## src/rtl/hello_world_burst_avalon.sv

```systemverilog
//------------------------------------------------------------------------------
// Module      : hello_world_burst_avalon
// Description : Avalon-MM AFU that writes a programmable number of
//               "Hello world!" lines to host memory in multi-beat bursts.
//               Exposes a DFH, AFU ID and control/status CSRs on the 64-bit
//               MMIO slave. Only the write side of the host channel is used.
//               Optional feature macro: HELLO_WORLD_DONE_FLAG_EN
//               (adds a single-beat completion flag write at base+count).
// Revision    : 1.0 - initial release
//------------------------------------------------------------------------------
`default_nettype none

module hello_world_burst_avalon #(
  parameter int ADDR_WIDTH  = 42,
  parameter int DATA_WIDTH  = 512,
  parameter int MAX_BURST   = 4,
  parameter int COUNT_WIDTH = 16
) (
  input  logic                          clk,
  input  logic                          reset,
  // MMIO CSR slave
  input  logic [15:0]                   mmio_address,
  input  logic                          mmio_read,
  input  logic                          mmio_write,
  input  logic [63:0]                   mmio_writedata,
  input  logic [7:0]                    mmio_user,
  output logic                          mmio_waitrequest,
  output logic                          mmio_readdatavalid,
  output logic [63:0]                   mmio_readdata,
  output logic [7:0]                    mmio_readresponseuser,
  output logic [7:0]                    mmio_writeresponseuser,
  output logic                          mmio_writeresponsevalid,
  // Host memory write channel
  output logic                          wr_write,
  output logic [ADDR_WIDTH-1:0]         wr_address,
  output logic [$clog2(MAX_BURST):0]    wr_burstcount,
  output logic [DATA_WIDTH-1:0]         wr_writedata,
  output logic [DATA_WIDTH/8-1:0]       wr_byteenable,
  input  logic                          wr_waitrequest,
  // Host memory read channel (unused)
  output logic                          rd_read
);

  localparam int c_BC_W = $clog2(MAX_BURST) + 1;

  localparam logic [63:0]  c_DFH       = 64'h1000_0100_0000_0000;
  localparam logic [63:0]  c_AFU_ID_L  = 64'h9722_d433_75b6_1c66;
  localparam logic [63:0]  c_AFU_ID_H  = 64'h850a_dcc2_6ceb_4b22;
  localparam logic [103:0] c_HELLO     = 104'h0021646c726f77206f6c6c6548;
`ifdef HELLO_WORLD_DONE_FLAG_EN
  localparam logic [31:0]  c_FLAG_WORD = 32'h600D_F00D;
`endif

  localparam logic [1:0] c_IDLE  = 2'd0;
  localparam logic [1:0] c_BURST = 2'd1;
`ifdef HELLO_WORLD_DONE_FLAG_EN
  localparam logic [1:0] c_FLAG  = 2'd2;
`endif
  localparam logic [1:0] c_DONE  = 2'd3;

  // State and CSR registers
  logic [1:0]             r_state;
  logic                   r_done;
  logic [ADDR_WIDTH-1:0]  r_base;
  logic [COUNT_WIDTH-1:0] r_count;
  logic [COUNT_WIDTH-1:0] r_lines_written;
  logic [c_BC_W-1:0]      r_beats_left;

  // Write channel output registers
  logic                   r_wr_write;
  logic [ADDR_WIDTH-1:0]  r_wr_address;
  logic [c_BC_W-1:0]      r_wr_burstcount;

  // MMIO response registers
  logic                   r_rd_valid;
  logic [63:0]            r_rd_data;
  logic [7:0]             r_rd_user;
  logic                   r_wr_resp_valid;
  logic [7:0]             r_wr_resp_user;

  logic                   w_busy;
  logic                   w_accept;
  logic                   w_start;
  logic                   w_base_wr;
  logic [COUNT_WIDTH-1:0] w_new_count;
  logic [COUNT_WIDTH-1:0] w_lw_next;
  logic [COUNT_WIDTH-1:0] w_remaining;
  logic [63:0]            w_rdata;
  logic [DATA_WIDTH-1:0]  w_beat_data;
  logic                   w_unused;

  // Beats in the next burst: whatever is left, capped at MAX_BURST.
  function automatic logic [c_BC_W-1:0] f_burst_len(input logic [COUNT_WIDTH-1:0] rem);
    if (rem >= COUNT_WIDTH'(MAX_BURST)) begin
      return c_BC_W'(MAX_BURST);
    end
    return c_BC_W'(rem);
  endfunction

  assign w_busy      = (r_state != c_IDLE);
  assign w_accept    = r_wr_write && !wr_waitrequest;
  // Control writes are only honoured while idle.
  assign w_start     = mmio_write && (mmio_address[2:0] == 3'd1) && !w_busy;
  assign w_base_wr   = mmio_write && (mmio_address[2:0] == 3'd0) && !w_busy;
  assign w_new_count = COUNT_WIDTH'(mmio_writedata);
  assign w_lw_next   = r_lines_written + COUNT_WIDTH'(1);
  assign w_remaining = r_count - w_lw_next;

  assign mmio_waitrequest        = 1'b0;
  assign mmio_readdatavalid      = r_rd_valid;
  assign mmio_readdata           = r_rd_data;
  assign mmio_readresponseuser   = r_rd_user;
  assign mmio_writeresponsevalid = r_wr_resp_valid;
  assign mmio_writeresponseuser  = r_wr_resp_user;

  assign wr_write      = r_wr_write;
  assign wr_address    = r_wr_address;
  assign wr_burstcount = r_wr_burstcount;
  assign wr_writedata  = w_beat_data;
  assign wr_byteenable = '1;
  assign rd_read       = 1'b0;

  // Upper address bits and unused write-data bits are don't-care.
  assign w_unused = &{1'b0, mmio_address[15:3], mmio_writedata};

  // CSR read mux, evaluated against the state at request time.
  always_comb begin
    w_rdata = '0;
    case (mmio_address[2:0])
      3'd0:    w_rdata = c_DFH;
      3'd1:    w_rdata = c_AFU_ID_L;
      3'd2:    w_rdata = c_AFU_ID_H;
      3'd5:    w_rdata = {w_busy, r_done, 30'b0, 32'(r_lines_written)};
      default: w_rdata = '0;
    endcase
  end

  // Beat payload; derived from accepted-beat count so it holds under stall.
  always_comb begin
    w_beat_data = '0;
`ifdef HELLO_WORLD_DONE_FLAG_EN
    if (r_state == c_FLAG) begin
      w_beat_data[31:0]  = c_FLAG_WORD;
      w_beat_data[63:32] = 32'(r_count);
    end else
`endif
    begin
      w_beat_data[103:0]              = c_HELLO;
      w_beat_data[DATA_WIDTH-1 -: 32] = 32'(r_lines_written);
    end
  end

  // MMIO responses: one cycle after the request, tag echoed.
  always_ff @(posedge clk) begin
    if (reset) begin
      r_rd_valid      <= 1'b0;
      r_rd_data       <= '0;
      r_rd_user       <= '0;
      r_wr_resp_valid <= 1'b0;
      r_wr_resp_user  <= '0;
    end else begin
      r_rd_valid      <= mmio_read;
      r_wr_resp_valid <= mmio_write;
      if (mmio_read) begin
        r_rd_data <= w_rdata;
        r_rd_user <= mmio_user;
      end
      if (mmio_write) begin
        r_wr_resp_user <= mmio_user;
      end
    end
  end

  // Control FSM and burst generator.
  always_ff @(posedge clk) begin
    if (reset) begin
      r_state         <= c_IDLE;
      r_done          <= 1'b0;
      r_base          <= '0;
      r_count         <= '0;
      r_lines_written <= '0;
      r_beats_left    <= '0;
      r_wr_write      <= 1'b0;
      r_wr_address    <= '0;
      r_wr_burstcount <= '0;
    end else begin
      if (w_base_wr) begin
        r_base <= ADDR_WIDTH'(mmio_writedata);
      end

      case (r_state)
        c_IDLE: begin
          if (w_start) begin
            r_count         <= w_new_count;
            r_done          <= 1'b0;
            r_lines_written <= '0;
            if (w_new_count != '0) begin
              r_state         <= c_BURST;
              r_wr_write      <= 1'b1;
              r_wr_address    <= r_base;
              r_wr_burstcount <= f_burst_len(w_new_count);
              r_beats_left    <= f_burst_len(w_new_count);
            end else begin
`ifdef HELLO_WORLD_DONE_FLAG_EN
              // Zero lines: only the flag beat, at base+0.
              r_state         <= c_FLAG;
              r_wr_write      <= 1'b1;
              r_wr_address    <= r_base;
              r_wr_burstcount <= c_BC_W'(1);
`else
              r_state         <= c_DONE;
              r_done          <= 1'b1;
`endif
            end
          end
        end

        c_BURST: begin
          if (w_accept) begin
            r_lines_written <= w_lw_next;
            if (r_beats_left == c_BC_W'(1)) begin
              if (w_lw_next == r_count) begin
`ifdef HELLO_WORLD_DONE_FLAG_EN
                r_state         <= c_FLAG;
                r_wr_address    <= r_base + ADDR_WIDTH'(r_count);
                r_wr_burstcount <= c_BC_W'(1);
`else
                r_state         <= c_DONE;
                r_wr_write      <= 1'b0;
                r_done          <= 1'b1;
`endif
              end else begin
                // Next burst starts back-to-back with no idle cycle.
                r_wr_address    <= r_base + ADDR_WIDTH'(w_lw_next);
                r_wr_burstcount <= f_burst_len(w_remaining);
                r_beats_left    <= f_burst_len(w_remaining);
              end
            end else begin
              r_beats_left <= r_beats_left - c_BC_W'(1);
            end
          end
        end

`ifdef HELLO_WORLD_DONE_FLAG_EN
        c_FLAG: begin
          if (w_accept) begin
            r_state    <= c_DONE;
            r_wr_write <= 1'b0;
            r_done     <= 1'b1;
          end
        end
`endif

        c_DONE: begin
          r_state <= c_IDLE;
        end

        default: begin
          r_state    <= c_IDLE;
          r_wr_write <= 1'b0;
        end
      endcase
    end
  end

endmodule

`default_nettype wire

```

## config.mk

```make
export PLATFORM = sky130hd
export DESIGN_NAME = hello_world_burst_avalon
export DESIGN_NICKNAME = d
export VERILOG_FILES = /design/src/rtl/hello_world_burst_avalon.sv
export SDC_FILE = /design/constraint.sdc
export NUM_CORES = 1
export LEC_CHECK = 0
export ABC_AREA = 1
export CORE_AREA = 2 2 313 315
export DETAILED_ROUTE_END_ITERATION = 12
export DIE_AREA = 0 0 315 317
export PLACE_DENSITY = 0.34
export SYNTH_ARGS = -nofsm -noshare
export SYNTH_HDL_FRONTEND = slang
export SYNTH_SLANG_ARGS = --single-unit
```

## constraint.sdc

```tcl
create_clock -name clk -period 4 [get_ports clk]
set_input_delay 1 -clock clk [delete_from_list [all_inputs] [get_ports clk]]
set_output_delay 1 -clock clk [all_outputs]
set_load 0.005 [all_outputs]
```

After elaboration in Yosys (flattened, before gate mapping)
Cells that the tools add are included.
W data, S select, Z words.
{ "word_totals": {"register_bits": 208, "latch_bits": 0, "ramBits": 0, "rom_bits": 0, "in_bits": 93, "output_inout_bits": 706, "mem_count": 0} }
{ "classes": {"add_sub_neg": 4, "mul": 0, "div": 0, "order_cmp": 2, "eq_ne": 14, "n_shift": 0, "n_mux": 52, "n_bitwise": 1, "n_reduce_logical": 19} }
{ "ops": {"columns": ["operator", "count"], "rows": [
  ["$pmux W64 S4", 1],
  ["$mux W42", 5],
  ["$pmux W42 S2", 1],
  ["$add A42 B16 Y42", 1],
  ["$mux W3", 11],
  ["$ge A16 B3 Y1 const B", 2],
  ["$mux W16", 2],
  ["$pmux W16 S2", 1],
  ["$mux W1", 21],
  ["$add A16 B1 Y16 const B", 1],
  ["$eq A16 B16 Y1", 1],
  ["$reduce_bool A16 Y1", 1],
  ["$sub A16 B16 Y16", 1],
  ["$ne A2 B2 Y1 const B", 6],
  ["$pmux W3 S2", 2],
  ["$reduce_and A6 Y1", 2],
  ["$mux W2", 5],
  ["$reduce_and A5 Y1", 2],
  ["$eq A3 B1 Y1 const B", 2],
  ["$logic_and A1 B1 Y1", 5],
  ["$pmux W2 S2", 1],
  ["$reduce_and A4 Y1", 1],
  ["$reduce_bool A2 Y1", 2],
  ["$eq A3 B2 Y1 const B", 1],
  ["other kinds (13)", 14]
]} }

Logic depth before layout (Yosys ltp)
{ "logic_depth": {"ltp_word": 14, "mapped_depth": 26, "depth_no_buf": 26} }

Worst setup path after synthesis
No wires, ideal clock.
{ "synth_timing": {"path_type": "reg-to-reg", "from": "reg r_lines_written[0]", "to": "reg r_wr_address[29], in the netlist wr_address[29]", "setup_ps": 109, "t_arrival_ps": 3179, "required_time_ps": 3891, "setup_slack_ps": 712, "stages_incl_launch_ff": 26, "synth_period_minus_slack_ps": 3288, "cell_sequence": "dfxtp_1 > ha_1 > nand2_1 > nor2_1 > inv_1 > nor2_1 > inv_1 > nor2_1 > nand3_1 > nand3b_1 > xor2_1 > inv_1 > ha_1 > nand2_1 > nor2_1 > nand2_1 > nor4_2 > nand2_1 > nand3_1 > nand2_1 > nor2_2 > nand3_1 > nand2_1 > nand3_1 > nand2_1 > inv_1"} }
{ "synth_via": {"elab_chain_cells": 6, "elab_cells_between_ends": 9} }
{ "synth_lines": {"columns": ["element", "line_no", "text"], "rows": [
  ["start, declared", "66", "logic [COUNT_WIDTH-1:0] r_lines_written;"],
  ["start signal, assigned", "220", "r_lines_written <= w_lw_next;"],
  ["$add A16 B1 Y16 *", "106", "assign w_lw_next = r_lines_written + COUNT_WIDTH'(1);"],
  ["$add A42 B16 Y42", "234", "r_wr_address <= r_base + ADDR_WIDTH'(w_lw_next);"],
  ["$mux W42", "222", "if (w_lw_next == r_count) begin"],
  ["$mux W42", "221", "if (r_beats_left == c_BC_W'(1)) begin"],
  ["$mux W42", "219", "if (w_accept) begin"],
  ["$pmux W42 S2", "191", "case (r_state)"],
  ["end signal, assigned", "200", "r_wr_address <= r_base;"],
  ["end signal, assigned", "234", null],
  ["end, declared", "71", "logic [ADDR_WIDTH-1:0] r_wr_address;"]
]} }
Every way passes the cells marked *; elsewhere a longest branch is shown, timed or not. The select of a mux whose other input is x is not followed.
A chain may end at the register's enable or synchronous reset.

Final worst setup path
{ "layout_timing": {"from": "reg r_lines_written[0]", "to": "reg r_wr_address[24], in the netlist wr_address[24]"} }
Same word-level chain as after synthesis.

==> results.py <==
metrics = {
    "floorplanning": {
        "core_mm2": 0.0963,
        "die_area_mm2": 0.0999,
        "row_count": 114,
        "die_h_um": 317,
        "start_util_pct": 14.2,
        "die-width_um": 315,
        "io_pins": 799,
    },
    "synthesis": {
        "synth_cells": 1968,
        "synthTopCellsByArea": "buf_4 (33%), dfxtp_1 (24%), nand2_1 (8.4%)",
        "synth-edff-count": 0,
        "ys_seq_area_share_pct": 24.5,
        "async_flop_share_pct": 0,
        "yosys_warnings": 0,
        "synth_area_mm2": 0.0137,
        "syn_area_per_cell_um2": 6.94,
        "synth-seq-cells": 167,
        "synth.distinct_cells": 46,
        "yosys.area.top_type_share_pct": 33.1,
        "yosys.area.top_type": "buf_4",
        "synth_ff_type": "dfxtp_1",
    },
    "critical_path": {
        "r2r_slack_ps": 400,
        "worst_path_largest_cell_delay_ps": 370,
        "path_buf_inv": 8,
        "crit_type": "register to register",
        "end_kind": "register",
        "r2r-start": "r_lines_written[0]",
        "arrival_ps": 3980,
        "cpMaxStageDelayCell": "ha_1",
        "start_kind": "register",
        "cp_max_fo": 15,
        "r2r_cells": 23,
        "cp_cell_sequence": "ha_1 -> nand2_1 -> nor2_1 -> inv_1 -> nor2_1 -> inv_1 -> nor2_1 -> nand3_1 -> nor3_1 -> xor2_1 -> buf_4 -> inv_1 -> ha_1 -> nand3_1 -> nor3_1 -> buf_4 -> nand3_4 -> nand2_4 -> inv_4 -> buf_12 -> buf_12 -> o21ai_0 -> a21oi_1",
        "cp_top_family": "simple AND/OR/NAND/NOR gates",
        "r2r_end": "wr_address[24]",
        "worstPathRequired_ps": 4380,
    },
    "cts": {
        "cts_buffers": 17,
        "clk_latency_ps": 490,
        "clk_pin_slew_ps": 70,
        "h-tree-depth": 4,
        "postCtsSetupRepairBufs": 0,
        "clock_sink_count": 167,
        "cts.path.max_buffers": 2,
        "cts_tree": "done",
        "cts_root_buffer": "clkbuf_16",
        "hold_buffers": 0,
    },
    "sta": {
        "rsz0062_at_grt": "false",
        "final.setup.tns_ps": 0,
        "finalHoldViolations": 0,
        "worst_pin_slew_ps": 816,
        "finClkSkew_ps": 17.8,
        "max_freq_mhz": 278,
        "period_share_pct": 89.9,
        "setup_viol": 0,
        "report.final.slew_viol_count": 0,
        "post-route-min-period_ps": 3600,
        "slew_headroom_pct": 45.5,
    },
    "placement": {
        "dp_hpwl_um": 37200,
        "postPlaceCellArea_mm2": 0.0151,
        "io_buffers": 188,
        "place_congestion": 0.776,
    },
    "global_route": {
        "grt_pass1_wl_um": 63900,
        "track_usage_pct": 8.76,
        "antenna_found_initial": 3,
        "grt_max_degree": 54,
        "gr-total-overflow": 0,
        "grt_pass1_vias": 9513,
    },
    "worst_hold_path": {
        "hp-start": "mmio_readdata[0]",
        "hold_path_end": "mmio_readdata[0]",
        "hp-class": "register to register",
        "whs_path_depth": 2,
    },
    "layout": {
        "fillerInstances": 11100,
        "area_growth_pct": 14.9,
        "nNetsFinal": 2295,
        "utilization_pct": 16.3,
        "drive_above_1_share_pct": 6.61,
        "stdcell_area_mm2": 0.0157,
        "multi_input_area_mm2": 0.00717,
        "regArea_mm2": 0.00334,
    },
    "route": {
        "post_drt_wl_per_cell_um": 13.2,
        "drt.antenna.violating_nets": 0,
        "dr_total_vias": 10700,
        "dr.first_iter.drc_count": 502,
        "viasPerCell": 3.09,
        "dr.pass1.iters": 5,
        "drc_errors": 0,
        "routed_wl_um": 45600,
    },
    "power": {
        "powerDensity_mw_per_mm2": 270,
        "ir_drop_mv": 0.334,
        "p_leak_uw": 0.00706,
    },
    "outcome": {
        "status": "finished clean",
    },
    "run": {
        "maxCapViolations": 0,
    },
}
where the power goes:
| group | internal [uW] | switching [uW] |
|---|---|---|
| Clock | 859 | 826 |
| Sequential | 1730 | 52.5 |
| Combinational | 286 | 485 |
per-layer routing:
metal,share of wire (%),wire length (um),GRT usage [%]
met1,46,20900,11.6
met4,1.1,490,2.18
met2,47,21600,14.1
met3,5.7,2610,2.26
met5,0,0,0
cell type report:
cell class	count	share of cell area, %
inverters	146	3.51
repair buffers	260	15.8
well taps	1276	10.2
clock inverters	13	0.789
diodes	1	0.0159
clock buffers	18	2.73
flip-flops and latches	167	21.3
multi-input cells	1574	45.7
stage by stage:
step	hold WS (ps)	std cells	power (uW)	setup WS (ps)
floorplan	433	2541	2670	712
global placement	459	3423	2600	202
detailed placement	460	3423	2590	167
CTS	471	3454	4340	136
global route	485	3454	4530	33.8
finish	466	3455	4240	403
flip-flops by register name, indices dropped and copies added (netlist names):
name / count
mmio_readresponseuser: 8
r_beats_left: 3
mmio_writeresponsevalid: 1
r_done: 1
mmio_readdatavalid: 1
r_count: 16
r_base: 42
wr_write: 1
wr_address: 42
r_lines_written: 16
r_state: 2
wr_burstcount: 3
mmio_readdata: 23
mmio_writeresponseuser: 8
cells in the mapped netlist, types with 3 or more instances:
cell,instances
or2_2,3
inv_1,140
nand2_2,5
buf_1,3
buf_4,603
a21oi_1,119
nor3_1,20
o211ai_1,3
nand3_1,61
o311ai_0,3
ha_1,34
dfxtp_1,167
nor2_1,201
xor2_1,23
o21ai_2,5
nand4_1,15
a31oi_1,15
clkbuf_1,37
nand3b_1,7
o21ai_0,126
nand2_1,306
xnor2_1,7
inv_2,3
nand3_2,3
a21o_1,3
buf_2,3
buf_6,3
o21ai_1,22
cells by family after synthesis:
kind of cell             Yosys count  share of synthesized area, %
AO/OA/AOI/OAI                    302                          11.7
buffers and inverters            800                          39.2
AND/OR/NAND/NOR                  631                          19.3
XOR/XNOR                          30                          1.92
flip-flops                       167                          24.5
adder cells (fa/ha/maj)           36                          3.41
other                              2                        0.0550
cells in the final DEF (no fill, tap or decap), drive strengths merged, types with 15 or more instances in the layout:
cell type,n
a21oi,120
inv,146
o21ai,153
nand2,313
clkbuf,18
buf,73
xor2,23
nor3,21
nand3,65
nor2,204
nand4,15
ha,34
dfxtp,167
a31oi,15
conb,575
clkdlybuf4s50,187
worst reg2reg max path: cells and delay by family (launching register included):
family          cells  cell delay, ps
fa+ha+maj           2             540
xor+xnor            1             170
flops               1             340
simple gates       10            1330
buf+inv             8             950
compound gates      2             190
worst max path at each step:
stage / start / end / slack, ps / cells after the start
3_5_place_dp: r_lines_written[0] / wr_address[31] / 170 / 21
3_3_place_gp: r_lines_written[0] / wr_address[31] / 200 / 21
6_report: r_lines_written[0] / wr_address[24] / 400 / 23
5_1_grt: r_lines_written[0] / wr_address[29] / 30 / 25
2_1_floorplan: r_lines_written[0] / wr_address[29] / 710 / 25
4_1_cts: r_lines_written[0] / wr_address[31] / 140 / 21
timing repair:
action                     CTS  global route
setup endpoints to repair    0            13
hold endpoints to repair     0             0
gates resized for setup      0             9
Power figures use the tool's default switching activity.
